File: config.mk
export PLATFORM = sky130hd
export DESIGN_NAME = pipeline_hazard_ctrl_flat
export DESIGN_NICKNAME = d
export VERILOG_FILES = /design/src/rtl/pipeline_hazard_ctrl_if.sv /design/src/rtl/pipeline_hazard_ctrl.sv /design/src/flat_wrapper.sv
export SDC_FILE = /design/constraint.sdc
export NUM_CORES = 1
export LEC_CHECK = 0
export BUFFER_PORTS_ARGS = -buffer_cell sky130_fd_sc_hd__buf_4
export CAP_MARGIN = 15
export CORE_MARGIN = 2
export CORE_UTILIZATION = 45
export DETAILED_ROUTE_END_ITERATION = 12
export PLACE_DENSITY = 0.75
export SLEW_MARGIN = 40
export SYNTH_ARGS = -nofsm -noshare
export SYNTH_HDL_FRONTEND = slang
export SYNTH_SLANG_ARGS = --single-unit
export TNS_END_PERCENT = 20
File: constraint.sdc
create_clock -name clk_i -period 2.27 [get_ports clk_i]
set_input_delay 0.227 -clock clk_i [delete_from_list [all_inputs] [get_ports clk_i]]
set_output_delay 0.227 -clock clk_i [all_outputs]
set_load 0.02 [all_outputs]
File: src/rtl/pipeline_hazard_ctrl_if.sv
// Hazard controller bundle: Decode/Execute/Memory status in, stall/flush controls and perf counters out.
interface pipeline_hazard_ctrl_if #(
    parameter int unsigned CNT_W = 16
);
    logic             dec_valid_i;
    logic [4:0]       dec_rs1_addr_i;
    logic [4:0]       dec_rs2_addr_i;
    logic             dec_uses_rs1_i;
    logic             dec_uses_rs2_i;
    logic [4:0]       ex_rd_addr_i;
    logic             ex_rd_wr_i;
    logic             ex_is_load_i;
    logic             ex_br_taken_i;
    logic             mem_busy_i;
    logic             cnt_clr_i;
    logic             stall_ftch_o;
    logic             stall_dec_o;
    logic             stall_ex_o;
    logic             bubble_dec_o;
    logic             flush_ftch_o;
    logic             mem_timeout_o;
    logic [CNT_W-1:0] stall_cnt_o;
    logic [CNT_W-1:0] flush_cnt_o;

    // Core side: reports pipeline status, consumes controls
    modport master (
        output dec_valid_i, dec_rs1_addr_i, dec_rs2_addr_i, dec_uses_rs1_i, dec_uses_rs2_i,
        output ex_rd_addr_i, ex_rd_wr_i, ex_is_load_i, ex_br_taken_i, mem_busy_i, cnt_clr_i,
        input  stall_ftch_o, stall_dec_o, stall_ex_o, bubble_dec_o, flush_ftch_o,
        input  mem_timeout_o, stall_cnt_o, flush_cnt_o
    );

    // Controller side
    modport slave (
        input  dec_valid_i, dec_rs1_addr_i, dec_rs2_addr_i, dec_uses_rs1_i, dec_uses_rs2_i,
        input  ex_rd_addr_i, ex_rd_wr_i, ex_is_load_i, ex_br_taken_i, mem_busy_i, cnt_clr_i,
        output stall_ftch_o, stall_dec_o, stall_ex_o, bubble_dec_o, flush_ftch_o,
        output mem_timeout_o, stall_cnt_o, flush_cnt_o
    );
endinterface

File: src/rtl/pipeline_hazard_ctrl.sv
// Stall/flush scheduler for the 5-stage core: mem wait > taken branch > load-use,
// with saturating stall/flush cycle counters.
module pipeline_hazard_ctrl #(
    parameter int unsigned FLUSH_CYCLES = 1,
    parameter int unsigned MAX_MEM_WAIT = 255,
    parameter int unsigned CNT_W        = 16
) (
    input  logic                  clk_i,
    input  logic                  rst_ni,
    pipeline_hazard_ctrl_if.slave hz
);
    localparam int unsigned FR_W   = 2;
    localparam int unsigned WAIT_W = 8;

    typedef enum logic [1:0] {RUN, LDSTALL, FLUSH, MEMWAIT} state_e;

    state_e            state_q, state_d;
    logic [FR_W-1:0]   flush_rem_q, flush_rem_d;
    logic [WAIT_W-1:0] wait_cnt_q, wait_cnt_d;
    logic [CNT_W-1:0]  stall_cnt_q, stall_cnt_d;
    logic [CNT_W-1:0]  flush_cnt_q, flush_cnt_d;

    logic load_use;
    logic stall_all, stall_f, bubble, flush, timeout, any_stall;

    always_comb begin
        load_use = hz.dec_valid_i & hz.ex_is_load_i & hz.ex_rd_wr_i & (hz.ex_rd_addr_i != 5'd0) &
                   ((hz.dec_uses_rs1_i & (hz.dec_rs1_addr_i == hz.ex_rd_addr_i)) |
                    (hz.dec_uses_rs2_i & (hz.dec_rs2_addr_i == hz.ex_rd_addr_i)));
    end

    // Next state and same-cycle control outputs
    always_comb begin
        state_d     = state_q;
        flush_rem_d = flush_rem_q;
        wait_cnt_d  = wait_cnt_q;
        stall_all   = 1'b0;
        stall_f     = 1'b0;
        bubble      = 1'b0;
        flush       = 1'b0;
        timeout     = 1'b0;
        if (state_q == MEMWAIT) begin
            if (!hz.mem_busy_i) begin
                state_d    = (flush_rem_q != '0) ? FLUSH : RUN;
                wait_cnt_d = '0;
            end else if ((9'({1'b0, wait_cnt_q}) + 9'd1) >= 9'(MAX_MEM_WAIT)) begin
                timeout    = 1'b1;
                state_d    = (flush_rem_q != '0) ? FLUSH : RUN;
                wait_cnt_d = '0;
            end else begin
                stall_all  = 1'b1;
                wait_cnt_d = wait_cnt_q + WAIT_W'(1);
            end
        end else if (hz.mem_busy_i) begin
            stall_all  = 1'b1;
            wait_cnt_d = WAIT_W'(1);
            state_d    = MEMWAIT;
        end else if (hz.ex_br_taken_i) begin
            flush       = 1'b1;
            bubble      = 1'b1;
            flush_rem_d = FR_W'(FLUSH_CYCLES - 1);
            state_d     = (FLUSH_CYCLES > 1) ? FLUSH : RUN;
        end else if (state_q == FLUSH) begin
            flush       = 1'b1;
            bubble      = 1'b1;
            flush_rem_d = flush_rem_q - FR_W'(1);
            state_d     = (flush_rem_q == FR_W'(1)) ? RUN : FLUSH;
        end else if ((state_q == RUN) && load_use) begin
            stall_f = 1'b1;
            bubble  = 1'b1;
            state_d = LDSTALL;
        end else begin
            state_d = RUN;
        end
    end

    assign any_stall = stall_all | stall_f;

    // Saturating perf counters; clear wins over increment
    always_comb begin
        stall_cnt_d = stall_cnt_q;
        flush_cnt_d = flush_cnt_q;
        if (hz.cnt_clr_i) begin
            stall_cnt_d = '0;
            flush_cnt_d = '0;
        end else begin
            if (any_stall && !(&stall_cnt_q)) stall_cnt_d = stall_cnt_q + CNT_W'(1);
            if (flush && !(&flush_cnt_q))     flush_cnt_d = flush_cnt_q + CNT_W'(1);
        end
    end

    always_ff @(posedge clk_i or negedge rst_ni) begin
        if (!rst_ni) begin
            state_q     <= RUN;
            flush_rem_q <= '0;
            wait_cnt_q  <= '0;
            stall_cnt_q <= '0;
            flush_cnt_q <= '0;
        end else begin
            state_q     <= state_d;
            flush_rem_q <= flush_rem_d;
            wait_cnt_q  <= wait_cnt_d;
            stall_cnt_q <= stall_cnt_d;
            flush_cnt_q <= flush_cnt_d;
        end
    end

    // Controls are forced low while reset is asserted, independent of the clock
    assign hz.stall_ftch_o  = rst_ni & any_stall;
    assign hz.stall_dec_o   = rst_ni & stall_all;
    assign hz.stall_ex_o    = rst_ni & stall_all;
    assign hz.bubble_dec_o  = rst_ni & bubble;
    assign hz.flush_ftch_o  = rst_ni & flush;
    assign hz.mem_timeout_o = rst_ni & timeout;
    assign hz.stall_cnt_o   = stall_cnt_q;
    assign hz.flush_cnt_o   = flush_cnt_q;
endmodule

File: src/flat_wrapper.sv
// flat-port wrapper written by rule: the top's interface ports become plain ports
module pipeline_hazard_ctrl_flat 
#(
    parameter int unsigned FLUSH_CYCLES = 1,
    parameter int unsigned MAX_MEM_WAIT = 255,
    parameter int unsigned CNT_W        = 16
)
  (clk_i, rst_ni, hz_dec_valid_i, hz_dec_rs1_addr_i, hz_dec_rs2_addr_i, hz_dec_uses_rs1_i, hz_dec_uses_rs2_i, hz_ex_rd_addr_i, hz_ex_rd_wr_i, hz_ex_is_load_i, hz_ex_br_taken_i, hz_mem_busy_i, hz_cnt_clr_i, hz_stall_ftch_o, hz_stall_dec_o, hz_stall_ex_o, hz_bubble_dec_o, hz_flush_ftch_o, hz_mem_timeout_o, hz_stall_cnt_o, hz_flush_cnt_o);
  pipeline_hazard_ctrl_if #(.CNT_W(CNT_W)) hz_i ();
  input  logic clk_i;
  input  logic rst_ni;
  input wire logic [$bits(hz_i.dec_valid_i)-1:0] hz_dec_valid_i;
  input wire logic [$bits(hz_i.dec_rs1_addr_i)-1:0] hz_dec_rs1_addr_i;
  input wire logic [$bits(hz_i.dec_rs2_addr_i)-1:0] hz_dec_rs2_addr_i;
  input wire logic [$bits(hz_i.dec_uses_rs1_i)-1:0] hz_dec_uses_rs1_i;
  input wire logic [$bits(hz_i.dec_uses_rs2_i)-1:0] hz_dec_uses_rs2_i;
  input wire logic [$bits(hz_i.ex_rd_addr_i)-1:0] hz_ex_rd_addr_i;
  input wire logic [$bits(hz_i.ex_rd_wr_i)-1:0] hz_ex_rd_wr_i;
  input wire logic [$bits(hz_i.ex_is_load_i)-1:0] hz_ex_is_load_i;
  input wire logic [$bits(hz_i.ex_br_taken_i)-1:0] hz_ex_br_taken_i;
  input wire logic [$bits(hz_i.mem_busy_i)-1:0] hz_mem_busy_i;
  input wire logic [$bits(hz_i.cnt_clr_i)-1:0] hz_cnt_clr_i;
  output wire logic [$bits(hz_i.stall_ftch_o)-1:0] hz_stall_ftch_o;
  output wire logic [$bits(hz_i.stall_dec_o)-1:0] hz_stall_dec_o;
  output wire logic [$bits(hz_i.stall_ex_o)-1:0] hz_stall_ex_o;
  output wire logic [$bits(hz_i.bubble_dec_o)-1:0] hz_bubble_dec_o;
  output wire logic [$bits(hz_i.flush_ftch_o)-1:0] hz_flush_ftch_o;
  output wire logic [$bits(hz_i.mem_timeout_o)-1:0] hz_mem_timeout_o;
  output wire logic [$bits(hz_i.stall_cnt_o)-1:0] hz_stall_cnt_o;
  output wire logic [$bits(hz_i.flush_cnt_o)-1:0] hz_flush_cnt_o;
  assign hz_i.dec_valid_i = hz_dec_valid_i;
  assign hz_i.dec_rs1_addr_i = hz_dec_rs1_addr_i;
  assign hz_i.dec_rs2_addr_i = hz_dec_rs2_addr_i;
  assign hz_i.dec_uses_rs1_i = hz_dec_uses_rs1_i;
  assign hz_i.dec_uses_rs2_i = hz_dec_uses_rs2_i;
  assign hz_i.ex_rd_addr_i = hz_ex_rd_addr_i;
  assign hz_i.ex_rd_wr_i = hz_ex_rd_wr_i;
  assign hz_i.ex_is_load_i = hz_ex_is_load_i;
  assign hz_i.ex_br_taken_i = hz_ex_br_taken_i;
  assign hz_i.mem_busy_i = hz_mem_busy_i;
  assign hz_i.cnt_clr_i = hz_cnt_clr_i;
  assign hz_stall_ftch_o = hz_i.stall_ftch_o;
  assign hz_stall_dec_o = hz_i.stall_dec_o;
  assign hz_stall_ex_o = hz_i.stall_ex_o;
  assign hz_bubble_dec_o = hz_i.bubble_dec_o;
  assign hz_flush_ftch_o = hz_i.flush_ftch_o;
  assign hz_mem_timeout_o = hz_i.mem_timeout_o;
  assign hz_stall_cnt_o = hz_i.stall_cnt_o;
  assign hz_flush_cnt_o = hz_i.flush_cnt_o;
  pipeline_hazard_ctrl #(.FLUSH_CYCLES(FLUSH_CYCLES), .MAX_MEM_WAIT(MAX_MEM_WAIT), .CNT_W(CNT_W)) u_core (.clk_i(clk_i), .rst_ni(rst_ni), .hz(hz_i));
endmodule
# Word level (Yosys, flattened, before mapping)
# Cells that the tools add are included.
# Widths: inputs -> output; s select.
dict set report word_totals {
  ff_bits 44
  mem_count 0
  ram_bits 0
  latch_bits 0
  wordCells 86
  mem_bits_ro 0
  out_inout_bits 38
}
dict set report classes {
  n_bitwise 15
  n_addsub 5
  eq_ne 6
  n_mux 39
  mul 0
  n_div 0
  order_cmp 1
  shift 0
  reduce_logical 15
}
# op n
set op_table {}
lappend op_table {{$mux 16} 4}
lappend op_table {{$add 16x1->16 const B} 2}
lappend op_table {{$mux 8} 4}
lappend op_table {{$reduce_and 16->1} 2}
lappend op_table {{$mux 1} 21}
lappend op_table {{$mux 2} 10}
lappend op_table {{$and 1x1->1} 11}
lappend op_table {{$eq 5x5->1} 2}
lappend op_table {{$reduce_bool 2->1} 5}
lappend op_table {{$add 8x1->9 const B} 1}
lappend op_table {{$ge 9x8->1 const B} 1}
lappend op_table {{$add 8x1->8 const B} 1}
lappend op_table {{$reduce_bool 5->1} 1}
lappend op_table {{$eq 2x2->1 const B} 2}
lappend op_table {{$logic_and 1x1->1} 3}
lappend op_table {{$ne 3x3->1 const B} 1}
lappend op_table {{$reduce_and 3->1} 1}
lappend op_table {{$eq 2x1->1 const B} 1}
lappend op_table {{$logic_not 1->1} 2}
lappend op_table {{$logic_not 2->1} 1}
lappend op_table {{$not 1->1} 2}
lappend op_table {{$or 1x1->1} 2}
lappend op_table {{$sub 2x1->2 const B} 1}

# Longest topological paths before layout
# Gate-level depths: netlist of the first run.
dict set report depth {
  ltp_word 14
  depth_mapped 9
}

# Least setup slack after synthesis of the first run
# Ideal clock, no wire load.
dict set report synth_path {
  kind {reg-to-reg}
  from {register u_core.stall_cnt_q[0] (netlist: u_core.hz.stall_cnt_o[0])}
  to {register u_core.stall_cnt_q[11] (netlist: u_core.hz.stall_cnt_o[11])}
  path_buffers 0
  path_slack_ps 167
  stages_incl_launch_ff 8
  setup_time_ps 125
  arrival_time_ps 1978
  synth_period_minus_slack_ps 2103
  cell_sequence {dfrtp_1 > ha_1 > and4_1 > and3_1 > a21boi_1 > o21ai_2 > nor3b_1 > mux2_2}
}
dict set report synth_via {
  elab_chain_cells 4
}
# element line
set synth_rtl {}
lappend synth_rtl {{from (decl)} pipeline_hazard_ctrl.sv:20} ;# logic [CNT_W-1:0] stall_cnt_q, stall_cnt_d;
lappend synth_rtl {{from (signal assigned)} pipeline_hazard_ctrl.sv:103} ;# stall_cnt_q <= stall_cnt_d;
lappend synth_rtl {{parallel branches: the longest is 4 deep, another holds $add 16x1->16} n/a}
# Parallel ways; which one is timed is not known. The select of a mux whose other input is x is not followed.
# A chain may end at the register's enable or synchronous reset.

# Worst setup path in the final report of the first run
dict set report layout_path {
  from {register u_core.wait_cnt_q[1]}
  to {output port hz_mem_timeout_o}
}
dict set report layout_via {
  elab_chain_cells 6
}
# element line
set layout_rtl {}
lappend layout_rtl {{from (decl)} pipeline_hazard_ctrl.sv:19} ;# logic [WAIT_W-1:0] wait_cnt_q, wait_cnt_d;
lappend layout_rtl {{from (signal assigned)} pipeline_hazard_ctrl.sv:102} ;# wait_cnt_q <= wait_cnt_d;
lappend layout_rtl {{$add 8x1->9} pipeline_hazard_ctrl.sv:46} ;# end else if ((9'({1'b0, wait_cnt_q}) + 9'd1) >= 9'(MAX_MEM_WAIT)) begin
lappend layout_rtl {{$ge 9x8->1} pipeline_hazard_ctrl.sv:46}
lappend layout_rtl {{$mux 1} pipeline_hazard_ctrl.sv:46}
lappend layout_rtl {{$mux 1} pipeline_hazard_ctrl.sv:43} ;# if (!hz.mem_busy_i) begin
lappend layout_rtl {{$mux 1} pipeline_hazard_ctrl.sv:42} ;# if (state_q == MEMWAIT) begin
lappend layout_rtl {{$and 1x1->1} pipeline_hazard_ctrl.sv:114} ;# assign hz.mem_timeout_o = rst_ni & timeout;
lappend layout_rtl {{to (decl)} flat_wrapper.sv:28} ;# output wire logic [$bits(hz_i.mem_timeout_o)-1:0] hz_mem_timeout_o;
# Every way passes these cells.

==> summary.txt, run 1 <==
Timing
  • Hold Vio Cnt, Final: 0
  • Final Skew: about 0.008 ns
  • Final setup margin: -0.1022 ns
  • Final worst-path cycle share: 104.5%
  • RSZ-0062 raised after global routing: true
  • Pin slew with the least headroom to its limit: between 0.7 and 0.8 ns
  • Pins Over Slew Limit: 0
  • Worst hold slack: 0.1240 ns
  • Max frequency: between 0.4 and 0.5 GHz
  • Tmin final: 2.372 ns
  • Slew headroom: 52.73%
  • Final setup viols: 5

Synthesis
  • Syn Inst Count: around 300
  • Yosys cell types: 44
  • Area leader, netlist: dfrtp_1
  • Post-synthesis area per instance: between 8 and 9 sq um
  • Synthesis-stage register bit count: 44
  • Synth Area in Compound Gates: between 10 and 15%
  • Syn. warnings: 0
  • Post-synth net total: between 300 and 400
  • Top post-synthesis cells by area: dfrtp_1, xnor2_1, nor2_1
  • Sequential area share after synthesis: 41.51%
  • Mapped Area: roughly 2700 sq um
  • Post-synthesis simple-gate area fraction: 27.69%
  • Number of enable flip-flop cells after synthesis: 0
  • Post-Synth XOR/XNOR Area: around 8.6%
  • Multiplexer area fraction after synthesis: 4.198%
  • Post-synth ARST share: 100.0%
  • Largest family of logic cells by synthesized area: simple AND/OR/NAND/NOR gates
  • Yosys top cell area share: between 40 and 50%
  • Adder-cell share of the synthesized area: 2.830%
  • Main flop type after synthesis: dfrtp_1

Place
  • Pre-CTS setup slack: -0.01739 ns
  • Placed cell count: between 400 and 500
  • Port buffer count: between 60 and 70
  • Routability cong.: ~0.84
  • DP Wirelength: about 4.5 mm

CTS
  • Sink Count: 44
  • CTS Root Cell: clkbuf_8
  • Worst-Skew Late Latency: around 0.30 ns
  • Worst-case clock buffer depth: 2
  • Max H-tree Level: 2
  • CTS tree: yes
  • TritonCTS Buffers: 5
  • Clock Pin Slew Worst Setup and Hold Paths: 0.09 ns

Critical path
  • Setup slack, reg-to-reg: -0.02 ns
  • Cell family with most CP delay: buffers and inverters
  • Worst r2r src: u_core.wait_cnt_q[1]
  • Number of cells on the critical path: 7
  • Slowest stage delay, CP: ~0.44 ns
  • Reg2reg end: u_core.hz.stall_cnt_o[13]
  • Critical Path RT: slightly above 2 ns
  • R2R cell count: 10
  • Critical path class: reg2out
  • Worst path slowest cell: dfrtp_1
  • Startpoint Class: flip-flop
  • Worst Setup EP: hz_mem_timeout_o
  • CP dominant cell by count: buf_6
  • Crit-path cells: buf_6 > buf_6 > and3_4 > xnor2_4 > o31a_4 > nor3_1 > buf_4
  • Crit path from: u_core.wait_cnt_q[1]
  • Bufs and invs on worst path: 3
  • CP max FO: 4
  • Critical path data arrival time: between 2 and 2.5 ns
  • Crit. End Element: primary output

Power
  • Peak supply drop: between 0.3 and 0.4 mV
  • Pwr per Cell Area: a little over 500 nW/um^2
  • Leakage power: approximately 1.5 nW

Cells and area
  • Layout Area Growth over Synthesis: 33.68%
  • Ant. Diodes: 0
  • Share of cells above drive strength 1: 32.54%
  • Fillers: between 400 and 500
  • Most common cell after layout, fill and taps aside: buf_4
  • FF+latch area: roughly 1100 sq um
  • Multi-input gate area: roughly 1600 sq um
  • Core Util, Final: 63.23%
  • Non-filler cells, final: 450
  • Nets: 408
  • Commonest cells after routing, fill and taps aside: buf_4, dfrtp_1, nor2_1

Detailed routing
  • DR vias/cell: 5.462
  • Final wirelength: about 6.5 mm
  • 1st-pass router iterations: 4
  • Via Count: 2458
  • Initial DRC Count: 148
  • Detail Route Antenna Nets: 0
  • DR WL/cell: between 10 and 15 um
  • Wire length on met1: about 2.8 mm
  • Met2 Wirelength: roughly 3.3 mm
  • Drt drc: 0
  • DR top layer: met4
  • DR WL met3: roughly 320 um

Global routing
  • Gr usage total: about a fifth
  • Global-route wire length before repair: roughly 11 mm
  • Vias in the first global route: between 2k and 2.5k
  • Initial antenna violation count: 0
  • Largest net degree at the start of global routing: 42
  • GRT overflow: 0

Die
  • Starting density of the core: 47.30%
  • Die ar.: ~6500 sq um
  • Die Span X: 80.78 um
  • Io pins: 63
  • # rows: 27
  • Core area: roughly 5600 sq um
  • Die H: between 80 and 90 um

Worst hold path
  • Hold WC Path Type: in2reg

Run status
  • Failing checks: setup timing
  • Status: complete, but fails checks

Flow run
  • Max_cap viols: 0
-- power by group --
group	total (W)	switching, W	internal, W
Combinational	0.000430	0.000227	0.000203
Clock	0.000516	0.000273	0.000243
Sequential	0.000867	0.0000443	0.000823
Total	0.00181	0.000544	0.00127
-- timing repair --
| action | 4_1_cts | 5_1_grt |
|---|---|---|
| pin swaps | 6 | 7 |
| hold buffers | 1 | 0 |
| endpoints found under the hold margin | 24 | 0 |
| gates resized for setup | 7 | 17 |
| setup endpoints to repair | 4 | 23 |
| setup buffers | 9 | 3 |
-- cell usage after synthesis, types with 7 or more instances --
cell and instances:
dfrtp_1 44, nor2_1 42, xnor2_1 23, nand2_1 15, o21ai_0 16, nand4_1 7, inv_1 9, a21oi_1 12
nor3_1 11, clkbuf_1 7, nand3_1 20, mux2_2 9, nor2b_1 10
-- final cells by class --
type,instances,share of cell area (%)
Clock inverter,2,0.2823
Tap cell,72,2.541
Multi-Input combinational cell,233,44.35
Timing Repair Buffer,84,18.49
Clock buffer,6,2.329
Sequential cell,44,31.05
Inverter,9,0.9527
-- sequential cells by signal, indices dropped and copies added (netlist names) --
register,cells
u_core.flush_rem_q,2
u_core.hz.flush_cnt_o,16
u_core.hz.stall_cnt_o,16
u_core.state_q,2
u_core.wait_cnt_q,8
-- through the flow --
step           setup TNS [ns]  area (sq um)  power [W]
2_1_floorplan               0          2653   0.001077
3_3_place_gp                0          3238   0.001199
3_5_place_dp         -0.01739          3238   0.001212
4_1_cts               -0.5958          3433   0.001772
5_1_grt                -1.340          3546   0.001924
6_report              -0.3501          3546   0.001813
-- worst min-delay path by stage --
stage | slack [ns] | cells past startpoint | endpoint | start
2_1_floorplan | -0.07 | 0 | u_core.flush_rem_q[0] | rst_ni
3_3_place_gp | 0.17 | 1 | u_core.wait_cnt_q[6] | rst_ni
3_5_place_dp | 0.17 | 1 | u_core.wait_cnt_q[6] | rst_ni
4_1_cts | 0.12 | 2 | u_core.flush_rem_q[1] | hz_ex_br_taken_i
5_1_grt | 0.12 | 2 | u_core.flush_rem_q[1] | hz_ex_br_taken_i
6_report | 0.12 | 2 | u_core.flush_rem_q[1] | hz_ex_br_taken_i
-- cell families after synthesis --
family / count (synthesis)
simple gates: 142
compound gates: 49
flops: 44
xor+xnor: 26
buf+inv: 19
mux: 10
fa+ha+maj: 6
-- worst reg2reg max path, cell delays in order (launching register included) --
cell,delay [ns]
dfrtp_1,0.44
buf_6,0.15
ha_4,0.16
and3_4,0.18
nand4_1,0.13
o31a_4,0.19
nor2_4,0.04
buf_4,0.15
buf_4,0.14
or4_4,0.50
a21oi_1,0.13
-- layer usage --
layer	up-vias	global-route usage, %
met5	-	0
met4	0	8.814
met3	9	3.444
met2	65	35.50
met1	1170	25.23
li1	1214	-
Power figures use the tool's default switching activity.
==> run 2: changes to the inputs <==
Settings changed: PLACE_DENSITY 0.75 to 0.69.
==> run 2 against run 1 <==
- critical path type unchanged
- maximum frequency up 0.23%
- critical endpoint is now hz_stall_ftch_o
- critical path depth rose by 2
- highest routed layer unchanged
- the run still ends with setup timing left
- combinational power is 10% lower
==> summary.txt, run 2 (synthesis gave the netlist of run 1 again) <==
Timing
  • Final Skew: 0.005880 ns (was 0.008221 ns)
  • Pins Over Slew Limit: 0 (unchanged)
  • Slew headroom: 73.29% (was 52.73%)
  • Hold Vio Cnt, Final: 0 (unchanged)
  • Final worst-path cycle share: 104.3% (was 104.5%)
  • Worst hold slack: 0.1427 ns (was 0.1240 ns)
  • Max frequency: 0.4225 GHz (was 0.4215 GHz)
  • Pin slew with the least headroom to its limit: 0.4007 ns (was 0.7069 ns)
  • Final setup margin: -0.09686 ns (was -0.1022 ns)
  • RSZ-0062 raised after global routing: true (unchanged)
  • Tmin final: 2.367 ns (was 2.372 ns)
  • Final setup viols: 7 (was 5)

Critical path
  • Startpoint Class: flip-flop (unchanged)
  • Bufs and invs on worst path: 3 (unchanged)
  • Crit path from: u_core.wait_cnt_q[1] (unchanged)
  • Cell family with most CP delay: simple AND/OR/NAND/NOR gates (was buffers and inverters)
  • Critical path data arrival time: 2.14 ns (was 2.15 ns)
  • R2R cell count: 9 (was 10)
  • Worst r2r src: u_core.wait_cnt_q[1] (unchanged)
  • CP max FO: 4 (unchanged)
  • Reg2reg end: u_core.hz.stall_cnt_o[3] (was u_core.hz.stall_cnt_o[13])
  • Worst path slowest cell: dfrtp_1 (unchanged)
  • CP dominant cell by count: buf_6 (unchanged)
  • Crit-path cells: buf_6 > buf_6 > and3_4 > xnor2_4 > o31a_4 > nor2_4 > nor2_2 > and2_4 > buf_6 (was buf_6 > buf_6 > and3_4 > xnor2_4 > o31a_4 > nor3_1 > buf_4)
  • Critical path class: reg2out (unchanged)
  • Crit. End Element: primary output (unchanged)
  • Slowest stage delay, CP: 0.43 ns (was 0.44 ns)
  • Critical Path RT: 2.04 ns (about the same)
  • Setup slack, reg-to-reg: -0.02 ns (about the same)

Run status
  • Status: complete, but fails checks (unchanged)
  • Failing checks: setup timing (unchanged)

Global routing
  • Global-route wire length before repair: 10.52 mm (was 10.54 mm)
  • Largest net degree at the start of global routing: 42 (unchanged)
  • Gr usage total: 20.17% (was 20.48%)
  • Vias in the first global route: 2350 (was 2367)
  • Initial antenna violation count: 0 (unchanged)
  • GRT overflow: 0 (unchanged)

Detailed routing
  • Initial DRC Count: 137 (was 148)
  • DR vias/cell: 5.454 (was 5.462)
  • Via Count: 2438 (was 2458)
  • 1st-pass router iterations: 4 (unchanged)
  • DR WL/cell: 14.29 um (was 14.53 um)
  • Final wirelength: 6.388 mm (was 6.539 mm)
  • Detail Route Antenna Nets: 0 (unchanged)
  • Drt drc: 0 (unchanged)

Die
  • Die H: 80.78 um (unchanged)
  • Die ar.: 6525 sq um (unchanged)
  • # rows: 27 (unchanged)
  • Core area: 5608 sq um (unchanged)
  • Io pins: 63 (unchanged)
  • Die Span X: 80.78 um (unchanged)
  • Starting density of the core: 47.30% (unchanged)

CTS
  • CTS tree: yes (unchanged)
  • Worst-case clock buffer depth: 2 (unchanged)
  • CTS Root Cell: clkbuf_8 (unchanged)
  • TritonCTS Buffers: 5 (unchanged)
  • Clock Pin Slew Worst Setup and Hold Paths: 0.09 ns (about the same)
  • Sink Count: 44 (unchanged)
  • Worst-Skew Late Latency: 0.30 ns (about the same)
  • Max H-tree Level: 2 (unchanged)

Cells and area
  • Layout Area Growth over Synthesis: 32.41% (was 33.68%)
  • Share of cells above drive strength 1: 31.47% (was 32.54%)
  • Non-filler cells, final: 447 (was 450)
  • Most common cell after layout, fill and taps aside: buf_4 (unchanged)
  • Nets: 405 (was 408)
  • Commonest cells after routing, fill and taps aside: buf_4, dfrtp_1, nor2_1 (unchanged)
  • Ant. Diodes: 0 (unchanged)

Power
  • Peak supply drop: 0.3073 mV (was 0.3215 mV)
  • Leakage power: 1.523 nW (was 1.550 nW)
  • Pwr per Cell Area: 507.0 nW/um^2 (was 511.3 nW/um^2)

Worst hold path
  • Hold EP: u_core.flush_rem_q[1] (unchanged)
  • Hold WC Path Type: in2reg (unchanged)
  • Worst hold start: hz_ex_br_taken_i (unchanged)
  • Hold path cells: 2 (unchanged)

Place
  • Pre-CTS setup slack: 0.01037 ns (was -0.01739 ns)
  • Placed cell count: 428 (was 429)
  • Routability cong.: 0.8580 (was 0.8418)
  • DP Wirelength: 4.524 mm (was 4.526 mm)
  • Port buffer count: 62 (unchanged)

Flow run
  • Max_cap viols: 0 (unchanged)
-- run 2: cell types whose count changed in the layout (fill, tap and decap cells not counted), sizes merged --
cell / delta
buf: -3
clkbuf: +1
clkinv: -2
clkinvlp: +1
-- run 2: power by group --
| group | leakage [nW] | internal [W] | switching (W) |
|---|---|---|---|
| registers | 0.602 | 0.000823 | 0.0000439 |
| clock network | 0.0445 | 0.000248 | 0.000281 |
| logic | 0.877 | 0.000176 | 0.000209 |
| total | 1.52 | 0.00125 | 0.000534 |
-- run 2: worst max-delay path by stage --
| stage | depth (start not counted) | to |
|---|---|---|
| 2_1_floorplan | 7 | u_core.hz.stall_cnt_o[11] |
| 3_3_place_gp | 9 | hz_stall_ftch_o |
| 3_5_place_dp | 9 | hz_stall_ftch_o |
| 4_1_cts | 8 | hz_stall_ftch_o |
| 5_1_grt | 9 | hz_stall_ftch_o |
| 6_report | 9 | hz_stall_ftch_o |
-- run 2: repair_timing --
item,in CTS,in global routing
gates cloned,0,0
endpoints found under the setup margin,4,22
resized for setup,6,16
endpoints found under the hold margin,16,0
hold buffers,1,0
setup buffers,6,4
pin swaps,6,7
-- run 2: cell type report --
type | instances | area (sq um)
clock buffers | 7 | 86.33
clock inverters | 1 | 7.507
fillers | 502 | 2096
inverters | 9 | 33.78
multi-input cells | 233 | 1568
flip-flops and latches | 44 | 1101
well taps | 72 | 90.09
repair buffers | 81 | 625.6
-- run 2: through the flow --
stage / instance area, sq um / TNS (ns) / util, % / total power (W)
global route: 3512 / -1.609 / 62.63 / 0.001881
global placement: 3231 / 0 / 57.61 / 0.001200
finish: 3512 / -0.2935 / 62.63 / 0.001781
detailed placement: 3231 / 0 / 57.61 / 0.001211
CTS: 3402 / -0.6210 / 60.66 / 0.001767
floorplan: 2653 / 0 / - / 0.001077
-- run 2: layer usage --
layer	vias up	routed length, um	global-route usage [%]
li1	1205	-	-
met1	1180	2904	25.98
met2	47	3196	34.83
met3	6	237	3.778
met4	0	50	5.593
met5	-	0	0
-- run 2: worst reg2reg max path, stage by stage (launching register included) --
cell and delay, ns:
dfrtp_1 0.43, buf_6 0.14, ha_2 0.20, and3_1 0.23, nand4_1 0.14, o31a_4 0.20, buf_4 0.15, o22ai_4 0.10
nor4b_2 0.25, mux2_2 0.36
==> run 3: changes to the inputs <==
Settings changed: SETUP_SLACK_MARGIN set to 0.15.
==> run 3 against run 2 <==
- the run still ends with setup timing left
- design area is 0.46% higher
- critical path depth stayed put
- sequential cell count stayed put
- worst setup slack worse by 0.013 ns
- register-to-register slack worse by 0.02 ns
- core utilization is 0.29 points higher
- clock skew is 0.0024 ns lower
- global-route usage is 0.60 points higher
==> summary.txt, run 3 (synthesis gave the netlist of run 1 again) <==
Place
  • DP Wirelength: 4.524 mm (unchanged)
  • Port buffer count: 62 (unchanged)
  • Routability cong.: 0.8580 (unchanged)
  • Placed cell count: 428 (unchanged)

Die
  • Core area: 5608 sq um (unchanged)
  • Die Span X: 80.78 um (unchanged)
  • Io pins: 63 (unchanged)
  • Die ar.: 6525 sq um (unchanged)
  • Starting density of the core: 47.30% (unchanged)
  • # rows: 27 (unchanged)
  • Die H: 80.78 um (unchanged)

CTS
  • Max H-tree Level: 2 (unchanged)
  • Clock Pin Slew Worst Setup and Hold Paths: 0.09 ns (about the same)
  • Worst-case clock buffer depth: 2 (unchanged)
  • Worst-Skew Late Latency: 0.30 ns (about the same)
  • CTS Root Cell: clkbuf_8 (unchanged)
  • Sink Count: 44 (unchanged)
  • TritonCTS Buffers: 5 (unchanged)
  • CTS tree: yes (unchanged)

Timing
  • Max frequency: 0.4202 GHz (was 0.4225 GHz)
  • Slew headroom: 71.31% (was 73.29%)
  • Pins Over Slew Limit: 0 (unchanged)
  • Tmin final: 2.380 ns (was 2.367 ns)
  • RSZ-0062 raised after global routing: true (unchanged)
  • Final Skew: 0.003448 ns (was 0.005880 ns)
  • Final setup margin: -0.1099 ns (was -0.09686 ns)
  • Pin slew with the least headroom to its limit: 0.4236 ns (was 0.4007 ns)
  • Final worst-path cycle share: 104.8% (was 104.3%)
  • Fin Setup TNS: -0.4284 ns (was -0.2935 ns)
  • Final setup viols: 7 (unchanged)
  • Hold Vio Cnt, Final: 0 (unchanged)

Global routing
  • Largest net degree at the start of global routing: 42 (unchanged)
  • GRT overflow: 0 (unchanged)
  • Vias in the first global route: 2372 (was 2350)
  • Initial antenna violation count: 0 (unchanged)
  • Global-route wire length before repair: 10.78 mm (was 10.52 mm)
  • Gr usage total: 20.76% (was 20.17%)

Detailed routing
  • Via Count: 2483 (was 2438)
  • DR WL/cell: 14.52 um (was 14.29 um)
  • Initial DRC Count: 120 (was 137)
  • Final wirelength: 6.507 mm (was 6.388 mm)
  • Detail Route Antenna Nets: 0 (unchanged)
  • 1st-pass router iterations: 4 (unchanged)
  • DR vias/cell: 5.542 (was 5.454)
  • Drt drc: 0 (unchanged)

Critical path
  • Startpoint Class: flip-flop (unchanged)
  • Critical Path RT: 2.04 ns (about the same)
  • Critical path class: reg2out (unchanged)
  • R2R cell count: 9 (unchanged)
  • Crit. End Element: primary output (unchanged)
  • Critical path data arrival time: 2.15 ns (was 2.14 ns)
  • CP max FO: 4 (unchanged)

Power
  • Peak supply drop: 0.3105 mV (was 0.3073 mV)
  • Pwr per Cell Area: 506.6 nW/um^2 (was 507.0 nW/um^2)
  • Leakage power: 1.537 nW (was 1.523 nW)

Cells and area
  • Layout Area Growth over Synthesis: 33.02% (was 32.41%)
  • Commonest cells after routing, fill and taps aside: buf_4, dfrtp_1, nor2_1 (unchanged)
  • Ant. Diodes: 0 (unchanged)
  • Core Util, Final: 62.92% (was 62.63%)
  • Non-filler cells, final: 448 (was 447)
  • Most common cell after layout, fill and taps aside: buf_4 (unchanged)
  • Nets: 406 (was 405)
  • Share of cells above drive strength 1: 31.65% (was 31.47%)

Worst hold path
  • Hold WC Path Type: in2reg (unchanged)
  • Hold path cells: 2 (unchanged)

Run status
  • Failing checks: setup timing (unchanged)
  • Status: complete, but fails checks (unchanged)

Flow run
  • Max_cap viols: 0 (unchanged)
==> run 3: cell types whose count changed in the layout (fill, tap and decap cells not counted), sizes merged <==
cell	change
buf	+1
==> run 3: power by group <==
part	switching [W]	internal [W]	leakage, nW
Clock	0.000281	0.000248	0.0445
Sequential	0.0000440	0.000823	0.602
Combinational	0.000215	0.000177	0.891
Total	0.000540	0.00125	1.54
==> run 3: what timing repair did <==
item / CTS / global route
hold endpoints to repair: 16 / 0
hold buffers: 1 / 0
endpoints found under the setup margin: 20 / 27
pin swaps: 8 / 7
gates resized for setup: 12 / 12
buffers inserted: 7 / 4
==> run 3: cell type report <==
cell class,count,area (sq um)
multi-input cells,233,1573
clock inverters,1,7.507
inverters,9,33.78
repair buffers,82,636.9
well taps,72,90.09
clock buffers,7,86.33
flip-flops and latches,44,1101
fillers,499,2079
==> run 3: metal layers <==
layer / vias up / wire, um / share of wire (%) / GRT usage (%)
li1: 1204 / - / - / -
met1: 1202 / 2789 / 43 / 26.78
met2: 66 / 3343 / 51 / 36.00
met3: 11 / 295 / 4.5 / 3.778
met4: 0 / 78 / 1.2 / 5.593
met5: - / 0 / 0 / 0
==> run 3: metrics by stage <==
step | worst slack, ns | instance area [sq um] | hold WS, ns | total power (W)
2_1_floorplan | 0.1671 | 2653 | -0.06859 | 0.001077
4_1_cts | -0.1489 | 3438 | 0.1364 | 0.001770
6_report | -0.1099 | 3528 | 0.1399 | 0.001787
3_3_place_gp | 0.05307 | 3231 | 0.1190 | 0.001200
5_1_grt | -0.1648 | 3528 | 0.1358 | 0.001890
3_5_place_dp | 0.01037 | 3231 | 0.1201 | 0.001211
==> run 3: worst max-delay path, stage by stage (launching register included) <==
cell,delay [ns]
dfrtp_1,0.43
buf_6,0.14
buf_6,0.11
and3_4,0.19
xnor2_4,0.15
o31a_4,0.36
nor2_4,0.13
nor2_2,0.06
and2_4,0.16
buf_6,0.12
==> run 3: path summary, 6_finish.rpt <==
check,slack [ns],start,to
setup / recovery,-0.11,u_core.wait_cnt_q[1],hz_stall_ftch_o
hold / removal,0.14,hz_ex_br_taken_i,u_core.flush_rem_q[1]
setup reg to reg,-0.04,u_core.wait_cnt_q[1],u_core.hz.stall_cnt_o[14]
hold reg to reg,0.52,u_core.wait_cnt_q[6],u_core.wait_cnt_q[6]
max in group asynchronous,1.42,rst_ni,u_core.state_q[1]
min in group asynchronous,0.34,rst_ni,u_core.wait_cnt_q[7]
